===== config.mk =====
export PLATFORM = sky130hd
export DESIGN_NAME = rally_sequencer
export DESIGN_NICKNAME = d
export VERILOG_FILES = /design/src/rtl/rally_sequencer.sv
export SDC_FILE = /design/constraint.sdc
export NUM_CORES = 1
export LEC_CHECK = 0
export ABC_AREA = 1
export ABC_CLOCK_PERIOD_IN_PS = 3920
export BUFFER_PORTS_ARGS = -buffer_cell sky130_fd_sc_hd__buf_2
export CAP_MARGIN = 20
export CORE_ASPECT_RATIO = 1.5
export CORE_UTILIZATION = 48
export CTS_BUF_LIST = sky130_fd_sc_hd__clkbuf_8 sky130_fd_sc_hd__clkbuf_16
export CTS_CLUSTER_SIZE = 20
export DETAILED_ROUTE_END_ITERATION = 12
export PLACE_DENSITY = 0.71
export REMOVE_ABC_BUFFERS = 1
export SLEW_MARGIN = 10
export SYNTH_ARGS = -nofsm -noshare
export SYNTH_HDL_FRONTEND = slang
export SYNTH_SLANG_ARGS = --single-unit

===== constraint.sdc =====
create_clock -name clk_0 -period 3.92 [get_ports clk_0]
set_input_delay 1.176 -clock clk_0 [delete_from_list [all_inputs] [get_ports clk_0]]
set_output_delay 1.176 -clock clk_0 [all_outputs]
set_load 0.02 [all_outputs]

===== src/rtl/rally_sequencer.sv =====
// rally_sequencer
//   Game-flow controller for the square's motion path: sequences startup,
//   serve delay, rally, miss pause and game over. Owns the square's direction
//   bits and both players' scores. It feeds the velocity mapper and the
//   position integrator.
//
// Ports
//   clk_0        pixel clock
//   rst          synchronous, active-low reset
//   start_btn    debounced start key (level); acts on its rising edge
//   frame_tick   one-cycle pulse per video frame
//   hit_l/hit_r  one-cycle paddle contact pulses
//   hit_dy       signed square-centre minus paddle-centre y, valid with a hit
//   out_l/out_r  one-cycle boundary-crossing pulses
//   game_startup high in STARTUP
//   sq_missed    high in SERVE and MISS
//   game_over    high in OVER
//   sq_moving    high in RALLY
//   hit_y        clamped |hit_dy| of the last accepted hit
//   sq_xdir      1 = right, 0 = left
//   sq_ydir      1 = down,  0 = up
//   score_l/r    player scores
module rally_sequencer #(
  parameter int unsigned WIN_SCORE    = 9,
  parameter int unsigned SERVE_FRAMES = 60,
  parameter int unsigned MISS_FRAMES  = 30,
  parameter int unsigned PDL_HALF     = 48
) (
  input  logic       clk_0,
  input  logic       rst,
  input  logic       start_btn,
  input  logic       frame_tick,
  input  logic       hit_l,
  input  logic       hit_r,
  input  logic [7:0] hit_dy,
  input  logic       out_l,
  input  logic       out_r,
  output logic       game_startup,
  output logic       sq_missed,
  output logic       game_over,
  output logic       sq_moving,
  output logic [6:0] hit_y,
  output logic       sq_xdir,
  output logic       sq_ydir,
  output logic [3:0] score_l,
  output logic [3:0] score_r
);

  typedef enum logic [2:0] {
    ST_STARTUP,
    ST_SERVE,
    ST_RALLY,
    ST_MISS,
    ST_OVER
  } state_t;

  localparam logic [7:0] SERVE_LAST = 8'(SERVE_FRAMES - 1);
  localparam logic [7:0] MISS_LAST  = 8'(MISS_FRAMES - 1);
  localparam logic [3:0] WIN        = 4'(WIN_SCORE);
  localparam logic [7:0] CLAMP8     = 8'(PDL_HALF);

  state_t      state_q, state_d;
  logic [7:0]  cnt_q, cnt_d;
  logic [6:0]  hit_y_q, hit_y_d;
  logic        xdir_q, xdir_d;
  logic        ydir_q, ydir_d;
  logic [3:0]  score_l_q, score_l_d;
  logic [3:0]  score_r_q, score_r_d;
  logic        start_q;
  logic [3:0]  flags_q, flags_d;

  logic        start_rise;
  logic [7:0]  mag;
  logic [6:0]  clamp;
  logic        hit_ok;

  // -128 negates to 8'h80 = 128 unsigned, which the clamp then limits.
  assign mag   = hit_dy[7] ? (~hit_dy + 8'd1) : hit_dy;
  assign clamp = (mag > CLAMP8) ? CLAMP8[6:0] : mag[6:0];

  always_comb begin
    state_d    = state_q;
    cnt_d      = cnt_q;
    hit_y_d    = hit_y_q;
    xdir_d     = xdir_q;
    ydir_d     = ydir_q;
    score_l_d  = score_l_q;
    score_r_d  = score_r_q;
    start_rise = start_btn & ~start_q;
    hit_ok     = 1'b0;

    unique case (state_q)
      ST_STARTUP: begin
        if (start_rise) begin
          state_d   = ST_SERVE;
          score_l_d = '0;
          score_r_d = '0;
          cnt_d     = '0;
          hit_y_d   = '0;
        end
      end
      ST_SERVE: begin
        if (frame_tick) begin
          if (cnt_q == SERVE_LAST) begin
            state_d = ST_RALLY;
            cnt_d   = '0;
          end else begin
            cnt_d = cnt_q + 8'd1;
          end
        end
      end
      ST_RALLY: begin
        // Priority: out_l, out_r, then the single direction-valid hit.
        if (out_l) begin
          score_r_d = (score_r_q == WIN) ? score_r_q : score_r_q + 4'd1;
          xdir_d    = 1'b1;
          hit_y_d   = '0;
          state_d   = ST_MISS;
        end else if (out_r) begin
          score_l_d = (score_l_q == WIN) ? score_l_q : score_l_q + 4'd1;
          xdir_d    = 1'b0;
          hit_y_d   = '0;
          state_d   = ST_MISS;
        end else if (hit_l && !xdir_q) begin
          xdir_d = 1'b1;
          hit_ok = 1'b1;
        end else if (hit_r && xdir_q) begin
          xdir_d = 1'b0;
          hit_ok = 1'b1;
        end
        if (hit_ok) begin
          hit_y_d = clamp;
          if (hit_dy[7]) begin
            ydir_d = 1'b0;
          end else if (hit_dy != 8'd0) begin
            ydir_d = 1'b1;
          end
        end
      end
      ST_MISS: begin
        if (frame_tick) begin
          if (cnt_q == MISS_LAST) begin
            cnt_d   = '0;
            state_d = (score_l_q == WIN || score_r_q == WIN) ? ST_OVER : ST_SERVE;
          end else begin
            cnt_d = cnt_q + 8'd1;
          end
        end
      end
      ST_OVER: begin
        if (start_rise) begin
          state_d   = ST_SERVE;
          score_l_d = '0;
          score_r_d = '0;
          cnt_d     = '0;
          xdir_d    = 1'b1;
          ydir_d    = 1'b1;
        end
      end
      default: state_d = ST_STARTUP;
    endcase

    // Flags are registered from the next state so they change together with it.
    flags_d = {state_d == ST_STARTUP,
               state_d == ST_SERVE || state_d == ST_MISS,
               state_d == ST_OVER,
               state_d == ST_RALLY};
  end

  always_ff @(posedge clk_0) begin
    if (!rst) begin
      state_q   <= ST_STARTUP;
      cnt_q     <= '0;
      hit_y_q   <= '0;
      xdir_q    <= 1'b1;
      ydir_q    <= 1'b1;
      score_l_q <= '0;
      score_r_q <= '0;
      start_q   <= 1'b0;
      flags_q   <= 4'b1000;
    end else begin
      state_q   <= state_d;
      cnt_q     <= cnt_d;
      hit_y_q   <= hit_y_d;
      xdir_q    <= xdir_d;
      ydir_q    <= ydir_d;
      score_l_q <= score_l_d;
      score_r_q <= score_r_d;
      start_q   <= start_btn;
      flags_q   <= flags_d;
    end
  end

  assign {game_startup, sq_missed, game_over, sq_moving} = flags_q;
  assign hit_y   = hit_y_q;
  assign sq_xdir = xdir_q;
  assign sq_ydir = ydir_q;
  assign score_l = score_l_q;
  assign score_r = score_r_q;

endmodule


# Word level (Yosys, flattened, before mapping)
# Cells that the tools add are included.
dict set report op_classes {
  addsub 4
  magnitude_cmp 1
  eq_ne 26
  n_mux 45
  bitwise_logic 3
  n_reduce_logical 19
}
# operator n
set ops {}
lappend ops {{$mux 8} 6}
lappend ops {{$mux 7} 5}
lappend ops {{$mux 3} 8}
lappend ops {{$mux 4} 6}
lappend ops {{$pmux 8 s3} 1}
lappend ops {{$ne 2x2->1 const B} 10}
lappend ops {{$add 8x1->8 const B} 2}
lappend ops {{$pmux 4 s2} 2}
lappend ops {{$pmux 7 s2} 1}
lappend ops {{$mux 1} 13}
lappend ops {{$eq 3x2->1 const B} 4}
lappend ops {{$pmux 3 s4} 1}
lappend ops {{$reduce_and 4->1} 3}
lappend ops {{$add 4x1->4 const B} 2}
lappend ops {{$eq 4x4->1 const B} 2}
lappend ops {{$eq 8x5->1 const B} 1}
lappend ops {{$eq 8x6->1 const B} 1}
lappend ops {{$gt 8x6->1 const B} 1}
lappend ops {{$not 8->8} 1}
lappend ops {{$reduce_bool 8->1} 1}
lappend ops {{$eq 3x1->1 const B} 2}
lappend ops {{$eq 3x3->1 const B} 2}
lappend ops {{$logic_not 3->1} 2}
lappend ops {{$reduce_and 3->1} 2}
lappend ops {{14 further kinds} 19}
dict set report totals {
  reg_bits 33
  inputBits 16
  out_inout_bits 21
  elab_cells 107
}

# Longest topological paths before layout
# Gate-level depths: netlist of run 1.
dict set report logic_depth {
  ltp_word 8
  ltp_mapped 10
  ltp_nobuf 10
}

# Worst setup path after synthesis of run 1
# No wires, ideal clock.
dict set report synth_timing {
  path_kind {input-to-reg}
  from {input hit_dy[0]}
  to {register hit_y_q[0] (netlist: hit_y[0])}
  setup_time_ns 0.071
  t_arrival_ns 2.101
  t_required_ns 3.849
  path_slack_ns 1.748
  path_stages 9
  path_buffers 0
  cell_sequence {inv_1 > ha_1 > nand2_1 > nand3_1 > a21oi_1 > nand3_1 > nand3_1 > nand3_1 > a21oi_1}
}
dict set report synth_between {
  elab_chain_len 7
}
# element line
set synth_rtl {}
lappend synth_rtl {{from (decl)} 35} ;# input logic [7:0] hit_dy,
lappend synth_rtl {{$not 8->8} 78} ;# assign mag = hit_dy[7] ? (~hit_dy + 8'd1) : hit_dy;
lappend synth_rtl {{$add 8x1->8} 78}
lappend synth_rtl {{$mux 8 (*)} 78}
lappend synth_rtl {{$gt 8x6->1} 79} ;# assign clamp = (mag > CLAMP8) ? CLAMP8[6:0] : mag[6:0];
lappend synth_rtl {{$mux 7 (*)} 79}
lappend synth_rtl {{$mux 7 (*)} 131} ;# if (hit_ok) begin
lappend synth_rtl {{$pmux 7 s2 (*)} 92} ;# unique case (state_q)
lappend synth_rtl {{to (signal assigned)} 184} ;# hit_y_q <= hit_y_d;
lappend synth_rtl {{to (decl)} 64} ;# logic [6:0] hit_y_q, hit_y_d;
# Every way passes the cells marked *; elsewhere a longest branch is shown, timed or not.
# A chain may end at the register's enable or synchronous reset.

==> results.cfg, run 1 <==
[pwr]
switching_share_pct = 26.8
netSwitchingPower_mw = 0.219
power_report.internal_total_mw = 0.596
max-vdd-ir-drop_mv = 0.275
share_comb_of_total_power_pct = 15.4
cellLeakagePower_nw = 0.995
power_density_nw_per_um2 = 377
power.share.sequential_pct = 43.9
power_frac_clock_pct = 40.7

[clock_network]
ctsLongestPathBuffers = 2
clock_latency_of_the_later_clocked_register_in_the_worst_skew_pair_ns = 0.28
cts_made_buffers = 5
clk_root_buffer_cell = clkbuf_8
post_cts_hold_buffer_count = 0
h-tree-depth = 2
cts.clk_slew.worst_paths_ns = 0.07
cts_sinks = 33
tritoncts = done
post_cts.repair.setup_buffers = 0
postCtsResizedCells = 0

[job]
maxCapViolations = 0

[floorplan]
initial_core_util_pct = 49.7
design.portCount = 37
floorplan.rows = 27
dieHeight_um = 77.2
chipWidth_um = 52.2
core_area_um2 = 3650
design.die.area_um2 = 4030

[critical_path]
end_kind = register
worstPathMaxFanout = 10
worstSetupPathType = input pin to register
worstPathArrival_ns = 2.34
critical_path_required_ns = 4.13
reg2reg_depth = 9
cp_launch_type = input pin

[logic_synthesis]
synth_sequential_area_ratio_pct = 36.5
netlist-cell-type-count = 32
synth.top_cells.by_area = dfxtp_1 (36%), nand2_1 (12%), nand3_1 (7.7%)
ys.warnings.count = 0
syn-mean-instance-area_um2 = 6.79
synthCells = 267
synth_largest_area_cell = dfxtp_1
synth_seq_cells = 33
netlist_area_um2 = 1810
synth_top_area_share_pct = 36.5

[layout]
layout-drive-gt1-share_pct = 19.4
areaGrowthSynthToFinish_pct = 19.3
design_area_um2 = 2160
nNetsFinal = 332
final_layout_fill_cell_count = 372
top_library_cells_by_usage_in_the_layout_fill_and_taps_aside = nand2_1 (60), buf_2 (36), inv_1 (34)
layout_commonest_cell = nand2_1
antenna-diode-count = 0
final_core_utilization_pct = 59.3

[route]
drt.antenna.violating_nets = 0
wire_per_inst_um = 10.5
dr_total_vias = 1747
drt_iter0_markers = 22
routed_via_density = 4.95
number_of_detailed_routing_iterations_run_before_antenna_repair = 4
finalWirelength_mm = 3.72
drt_drc_violations_left = 0

[hold_path]
hold-path-cell-count = 2
worst_hold_path_type = register to register

[timing]
rsz0062_at_grt = no
slew_headroom_pct = 81.7
pin_slew_with_the_least_headroom_to_its_limit_ns = 0.273
hold_violation_count_in_the_final_report = 0
fin_crit_ns = 2.12
timing.clock.skew_ns = 0.00789
setup_viol = 0
timing.final.max_slew_violations = 0
holdWs_ns = 0.448
final.setup.tns_ns = 0
period_share_pct = 54.2
setup_ws_ns = 1.80
timing.fmax_mhz = 471

[global_routing]
first_global_vias = 1614
antenna_found_initial = 0
globalRouteOverflowTotal = 0
grt_first_pass_wirelength_mm = 6.40
track_usage_pct = 20.8
maximum_number_of_pins_on_one_net_before_global_route_repair = 12

[placed_design]
io_buffers = 36
place_ws_ns = 1.48
placed_cell_area_um2 = 2040
dp_hpwl_mm = 2.98
gp_congestion = 0.802

[status]
outcome = completed
-- critical path, stage by stage --
cell and delay (ns):
buf_2 0.17, clkinv_1 0.24, buf_4 0.25, nor2_1 0.23
o21ai_0 0.13, a21oi_1 0.13
-- registers in the layout (all words and copies together), names as in the netlist --
name,flops
cnt_q,8
hit_y,7
flags_q,4
score_l,4
score_r,4
state_q,3
sq_xdir,1
sq_ydir,1
start_q,1
-- layout make-up --
| cell class | count | area [µm²] | area share [%] |
|---|---|---|---|
| clock inverters | 2 | 37.5 | 1.74 |
| repair buffers | 37 | 188 | 8.68 |
| multi-input cells | 192 | 990 | 45.8 |
| inverters | 40 | 150 | 6.94 |
| clock buffers | 6 | 82.6 | 3.82 |
| well taps | 43 | 53.8 | 2.49 |
| flip-flops and latches | 33 | 661 | 30.6 |
-- synth_stat cells, drive strengths merged --
| cell | number |
|---|---|
| nand2 | 63 |
| dfxtp | 33 |
| o21ai | 16 |
| inv | 39 |
| or2 | 1 |
| nor2 | 31 |
| a21oi | 21 |
| nor3 | 10 |
| o22ai | 1 |
| clkinv | 1 |
| nand2b | 1 |
| xor2 | 2 |
| o21bai | 1 |
| nor3b | 2 |
| buf | 1 |
| nand4 | 2 |
| ha | 7 |
| nand3 | 28 |
| a211oi | 2 |
| nand3b | 2 |
| clkbuf | 1 |
| a31oi | 2 |
-- cell families after synthesis --
group | share of synthesized area (%)
AO/OA/AOI/OAI | 13.3
XOR/XNOR | 0.967
adder cells (fa/ha/maj) | 4.83
buffers and inverters | 8.91
flip-flops | 36.5
AND/OR/NAND/NOR | 35.5
-- final timing paths --
path	start	to	slack, ns
worst max-delay path	rst	score_l[2]	1.80
worst min-delay path	hit_y[6]	hit_y[6]	0.45
worst max register to register	cnt_q[0]	flags_q[3]	2.39
worst min register to register	hit_y[6]	hit_y[6]	0.45
-- per-stage QoR --
stage / total power, mW / instances
detailed placement: 0.493 / 345
CTS: 0.825 / 353
global placement: 0.492 / 345
finish: 0.815 / 353
floorplan: 0.453 / 265
global route: 0.855 / 353
-- layer usage --
layer	routed length, µm	vias to the layer above	share of wire [%]	GRT usage (%)
met5	0	-	0	0
li1	-	951	-	-
met1	1580	761	43	21.2
met2	1940	29	52	38.6
met3	135	6	3.6	5.36
met4	65	0	1.7	7.89
-- power by group through the flow --
stage,Sequential (mW),Clock (mW),Combinational (mW)
after floorplan,0.372,0,0.0806
after global placement,0.365,0,0.127
after detailed placement,0.365,0,0.127
after CTS,0.357,0.340,0.128
after global routing,0.359,0.353,0.143
final,0.358,0.332,0.126
Note: power is estimated with default switching activity, not from simulation.
==> run 2, diff against run 1 <==
ABC_AREA = 0   (was 1)
ABC_CLOCK_PERIOD_IN_PS = 1770   (was 3920)
PLACE_DENSITY = 0.74   (was 0.71)
clock period = 1.77 ns   (was 3.92 ns; I/O delays follow)
==> run 2 against run 1 <==
The flow now finishes with violations (negative setup slack). Final area is 15% higher. Global-route usage is 1.9 points higher. Die area is 1.4% higher.
==> results.cfg, run 2 <==
[layout]
top_library_cells_by_usage_in_the_layout_fill_and_taps_aside = buf_4 (34), buf_2 (33), dfxtp_1 (32)
design_area_um2 = 2490
count_of_placed_standard_cells_in_the_final_layout_fillers_left_out = 327
largest_reg_flops = 8
nNetsFinal = 307
layout_commonest_cell = buf_4
antenna-diode-count = 0
max_flop_register = cnt_q
layout-drive-gt1-share_pct = 37.0
areaGrowthSynthToFinish_pct = 35.5

[logic_synthesis]
largest_family_of_logic_cells_by_synthesized_area = simple AND/OR/NAND/NOR gates
synthCells = 213
synth_fa_ha_area_share_pct = 4.77
netlist-cell-type-count = 50
synth_simple_gate_area_share_pct = 28.7
synthXorXnorAreaFrac_pct = 7.62
ys_dominant_reg_cell = dfxtp_1
yosys.cell_count.top_type = dfxtp_1
ys.warnings.count = 0
asyncSetResetFlopFracSynth_pct = 0
synth-edff-count = 0
netlist_area_um2 = 1840
synth_largest_area_cell = dfxtp_1
synth_compound_area_share_pct = 16.6
syn-mean-instance-area_um2 = 8.63
synth_top_area_share_pct = 35.9
synth.top_cells.by_count = dfxtp_1 (33), nor2_1 (31), nand2_1 (15)
synth.top_cells.by_area = dfxtp_1 (36%), nor2_1 (6.3%), ha_1 (4.8%)
synth_seq_cells = 33
yosys-mux-area-fraction_pct = 2.25
synth_sequential_area_ratio_pct = 35.9

[critical_path]
cp_launch_type = input pin
worstSetupPathType = input pin to register
worstPathArrival_ns = 1.98
critPathLaunch = hit_dy[1]
crit-reg2reg-launch = state_q[1]
regToRegSetupSlack_ns = 0.07
worstPathMaxFanout = 4
end_kind = register
critical_path_required_ns = 1.95

[floorplan]
design.die.area_um2 = 4090
core_area_um2 = 3680
floorplan.rows = 27
initial_core_util_pct = 49.9
chipWidth_um = 52.5
design.portCount = 37
dieHeight_um = 77.8

[timing]
timing.fmax_mhz = 556
fin_crit_ns = 1.80
holdWs_ns = 0.456
period_share_pct = 102
pin_slew_with_the_least_headroom_to_its_limit_ns = 0.387
slew_headroom_pct = 73.9
setup_viol = 4
setup_ws_ns = -0.0293
timing.final.max_slew_violations = 0
final.setup.tns_ns = -0.108
rsz0062_at_grt = yes
hold_violation_count_in_the_final_report = 0
timing.clock.skew_ns = 0.0160

[job]
maxCapViolations = 0

[clock_network]
h-tree-depth = 2
tritoncts = done
cts_made_buffers = 5
ctsLongestPathBuffers = 2
clk_root_buffer_cell = clkbuf_8
clock_latency_of_the_later_clocked_register_in_the_worst_skew_pair_ns = 0.29
cts_sinks = 33
cts.clk_slew.worst_paths_ns = 0.06
post_cts_hold_buffer_count = 0

[placed_design]
dp_cells = 319
placed_cell_area_um2 = 2290
dp_hpwl_mm = 3.18
io_buffers = 36
place_ws_ns = -0.525
gp_congestion = 0.851

[route]
drt_drc_violations_left = 0
drt.antenna.violating_nets = 0
wire_per_inst_um = 12.8
number_of_detailed_routing_iterations_run_before_antenna_repair = 4
finalWirelength_mm = 4.18
routed_via_density = 5.41
dr_total_vias = 1769
drt_iter0_markers = 24

[global_routing]
grt_first_pass_wirelength_mm = 6.96
first_global_vias = 1724
globalRouteOverflowTotal = 0
track_usage_pct = 22.8
antenna_found_initial = 0
maximum_number_of_pins_on_one_net_before_global_route_repair = 19

[pwr]
power.share.sequential_pct = 47.3
power_report.internal_total_mw = 1.20
share_comb_of_total_power_pct = 17.0
max-vdd-ir-drop_mv = 0.623
power_frac_clock_pct = 35.6
switching_share_pct = 26.3
power_density_nw_per_um2 = 653
cellLeakagePower_nw = 1.07
netSwitchingPower_mw = 0.427

[hold_path]
hold_path.startpoint = hit_y[6]
worst_hold_path_type = register to register

[status]
outcome = finished, violations left
violations = negative setup slack
## run 2: cell types whose count changed in the layout (fill, tap and decap cells not counted), moves of 7 or more
cell,previous run,this run
xnor2_1,0,7
a21oi_1,21,4
nand2_1,60,15
nand3_1,28,3
o21ai_0,13,5
buf_4,1,34
inv_1,34,8
xor2_1,2,9
## run 2: area by class of cell
cell class | count | area, µm²
Clock buffer | 6 | 82.6
Clock inverter | 1 | 7.51
Fill cell | 329 | 1190
Inverter | 10 | 42.5
Multi-Input combinational cell | 163 | 1170
Sequential cell | 33 | 662
Tap cell | 43 | 53.8
Timing Repair Buffer | 71 | 473
## run 2: power groups by stage
stage / combinational (mW) / clock [mW] / sequential [mW]
after floorplan: 0.111 / 0 / 0.803
after global placement: 0.246 / 0 / 0.785
after detailed placement: 0.250 / 0 / 0.786
after CTS: 0.262 / 0.596 / 0.769
after global routing: 0.306 / 0.628 / 0.773
final: 0.277 / 0.579 / 0.770
## run 2: cell families after synthesis
group | Yosys count
fa+ha+maj | 7
compound gates | 39
flops | 33
xor+xnor | 16
mux | 4
simple gates | 97
buf+inv | 17
## run 2: per-layer routing
metal	vias to the layer above	routed length [µm]	global-route usage [%]
met4	0	97	10.3
met1	826	1580	22.1
met2	39	2360	42.8
met3	8	148	5.10
li1	896	-	-
met5	-	0	0
## run 2: timing repair
action	in CTS	in global routing
setup buffers	0	1
pin swaps	7	4
cloned	0	0
gates resized for setup	12	17
endpoints found under the setup margin	8	16
## run 2: metrics by stage
stage | util (%) | power [mW]
2_1_floorplan | - | 0.914
3_3_place_gp | 62.1 | 1.03
3_5_place_dp | 62.1 | 1.04
4_1_cts | 65.5 | 1.63
5_1_grt | 67.6 | 1.71
6_report | 67.6 | 1.63
## run 2: worst paths after layout
kind / end / cells past startpoint
setup / recovery: hit_y[1] / 6
hold / removal: hit_y[6] / 1
setup reg to reg: cnt_q[6] / 5
hold reg to reg: hit_y[6] / 1
## run 2: critical path, stage by stage
cell and delay [ns]:
buf_8 0.10, or4_4 0.52, o21ai_2 0.13, xor2_1 0.09, or3_4 0.36, a32o_1 0.23
==> run 3, diff against run 2 <==
ABC_CLOCK_PERIOD_IN_PS = 2300   (was 1770)
PLACE_DENSITY = 0.71   (was 0.74)
clock period = 2.3 ns   (was 1.77 ns; I/O delays follow)
==> run 3 against run 2 <==
The flow now finishes without violations. Highest routed layer unchanged. Flip-flop and latch count unchanged. Sequential share of layout area up 3.1 points. First-iteration DRC count up 25%. Largest cell class unchanged. Total power down 24%. Via count down 5.2%. Setup slack better by 0.19 ns. Critical path type unchanged. Largest power group unchanged.
==> results.cfg, run 3 (synthesis results as in run 2) <==
[job]
maxCapViolations = 0

[global_routing]
maximum_number_of_pins_on_one_net_before_global_route_repair = 14
antenna_found_initial = 0
grt_first_pass_wirelength_mm = 6.33
globalRouteOverflowTotal = 0
track_usage_pct = 20.3
first_global_vias = 1564

[route]
drt.antenna.violating_nets = 0
wire_per_inst_um = 12.1
drt_iter0_markers = 30
number_of_detailed_routing_iterations_run_before_antenna_repair = 4
drt_drc_violations_left = 0
dr_total_vias = 1677
routed_via_density = 5.50
finalWirelength_mm = 3.70

[clock_network]
post_cts_hold_buffer_count = 0
cts_made_buffers = 5
clk_root_buffer_cell = clkbuf_8
ctsLongestPathBuffers = 2
h-tree-depth = 2
cts.clk_slew.worst_paths_ns = 0.06
post_cts.repair.setup_buffers = 0
postCtsResizedCells = 0
clock_latency_of_the_later_clocked_register_in_the_worst_skew_pair_ns = 0.28
cts_sinks = 33
tritoncts = done

[critical_path]
crit-reg2reg-launch = state_q[1]
critical_path_required_ns = 2.47
worstPathMaxFanout = 4
critPathLaunch = hit_dy[1]
worstSetupPathType = input pin to register
cp_launch_type = input pin
end_kind = register
worstPathArrival_ns = 2.31

[floorplan]
core_area_um2 = 3680
design.die.area_um2 = 4090
floorplan.rows = 27
initial_core_util_pct = 49.9
chipWidth_um = 52.5
design.portCount = 37
dieHeight_um = 77.8

[layout]
areaGrowthSynthToFinish_pct = 21.0
layout_commonest_cell = buf_2
max_flop_register = cnt_q
antenna-diode-count = 0
nNetsFinal = 284
top_library_cells_by_usage_in_the_layout_fill_and_taps_aside = buf_2 (36), dfxtp_1 (33), nor2_1 (31)
layout-drive-gt1-share_pct = 25.6
largest_reg_flops = 8

[timing]
timing.clock.skew_ns = 0.00219
hold_violation_count_in_the_final_report = 0
pin_slew_with_the_least_headroom_to_its_limit_ns = 0.416
period_share_pct = 93.1
setup_ws_ns = 0.159
setup_viol = 0
timing.fmax_mhz = 467
holdWs_ns = 0.455
timing.final.max_slew_violations = 0
fin_crit_ns = 2.14
final.setup.tns_ns = 0
rsz0062_at_grt = no
slew_headroom_pct = 72.2

[pwr]
cellLeakagePower_nw = 0.947
power_density_nw_per_um2 = 552
max-vdd-ir-drop_mv = 0.396

[placed_design]
io_buffers = 36
gp_congestion = 0.784
place_ws_ns = -0.140
dp_hpwl_mm = 2.92

[hold_path]
worst_hold_path_type = register to register
hold_path.startpoint = hit_y[6]

[status]
outcome = completed
-- run 3: changes by cell type in the layout (fill, tap and decap cells not counted), sizes merged --
| cell | before | now |
|---|---|---|
| buf | 71 | 48 |
| clkbuf | 6 | 7 |
| clkinv | 0 | 1 |
| clkinvlp | 1 | 0 |
-- run 3: cell type report --
class	count	area, µm²
Fill cell	354	1460
Multi-Input combinational cell	163	1100
Sequential cell	33	661
Timing Repair Buffer	48	270
Clock buffer	7	96.3
Tap cell	43	53.8
Inverter	10	37.5
Clock inverter	1	5.00
-- run 3: where the power goes --
part	internal, mW	switching [mW]	leakage [nW]
Combinational	0.0679	0.0929	0.625
Clock	0.270	0.198	0.0542
Sequential	0.584	0.0147	0.268
Total	0.922	0.306	0.947
-- run 3: final timing paths --
| path | end | slack [ns] | depth (start not counted) |
|---|---|---|---|
| min reg2reg | hit_y[6] | 0.45 | 1 |
| max reg2reg | cnt_q[1] | 0.51 | 5 |
| max | hit_y[0] | 0.16 | 6 |
| min | hit_y[6] | 0.45 | 1 |
-- run 3: metal layers --
layer | up-vias | GRT usage, % | share of wire, %
met2 | 40 | 36.1 | 53
met1 | 775 | 21.3 | 42
met4 | 0 | 9.47 | 2.5
met5 | - | 0 | 0
met3 | 11 | 4.90 | 3.4
li1 | 851 | - | -
-- run 3: stage by stage --
stage | power, mW | std cells | area (µm²) | util [%]
final | 1.23 | 305 | 2220 | 60.4
after global routing | 1.29 | 305 | 2220 | 60.4
after CTS | 1.25 | 305 | 2220 | 60.4
after detailed placement | 0.772 | 297 | 2120 | 57.7
after global placement | 0.771 | 297 | 2120 | 57.7
after floorplan | 0.704 | 206 | 1800 | -
-- run 3: critical path: stages --
cell and delay [ns]:
buf_2 0.11, or4_1 0.51, o21ai_0 0.20, xor2_1 0.10
or3_1 0.44, a32o_1 0.27
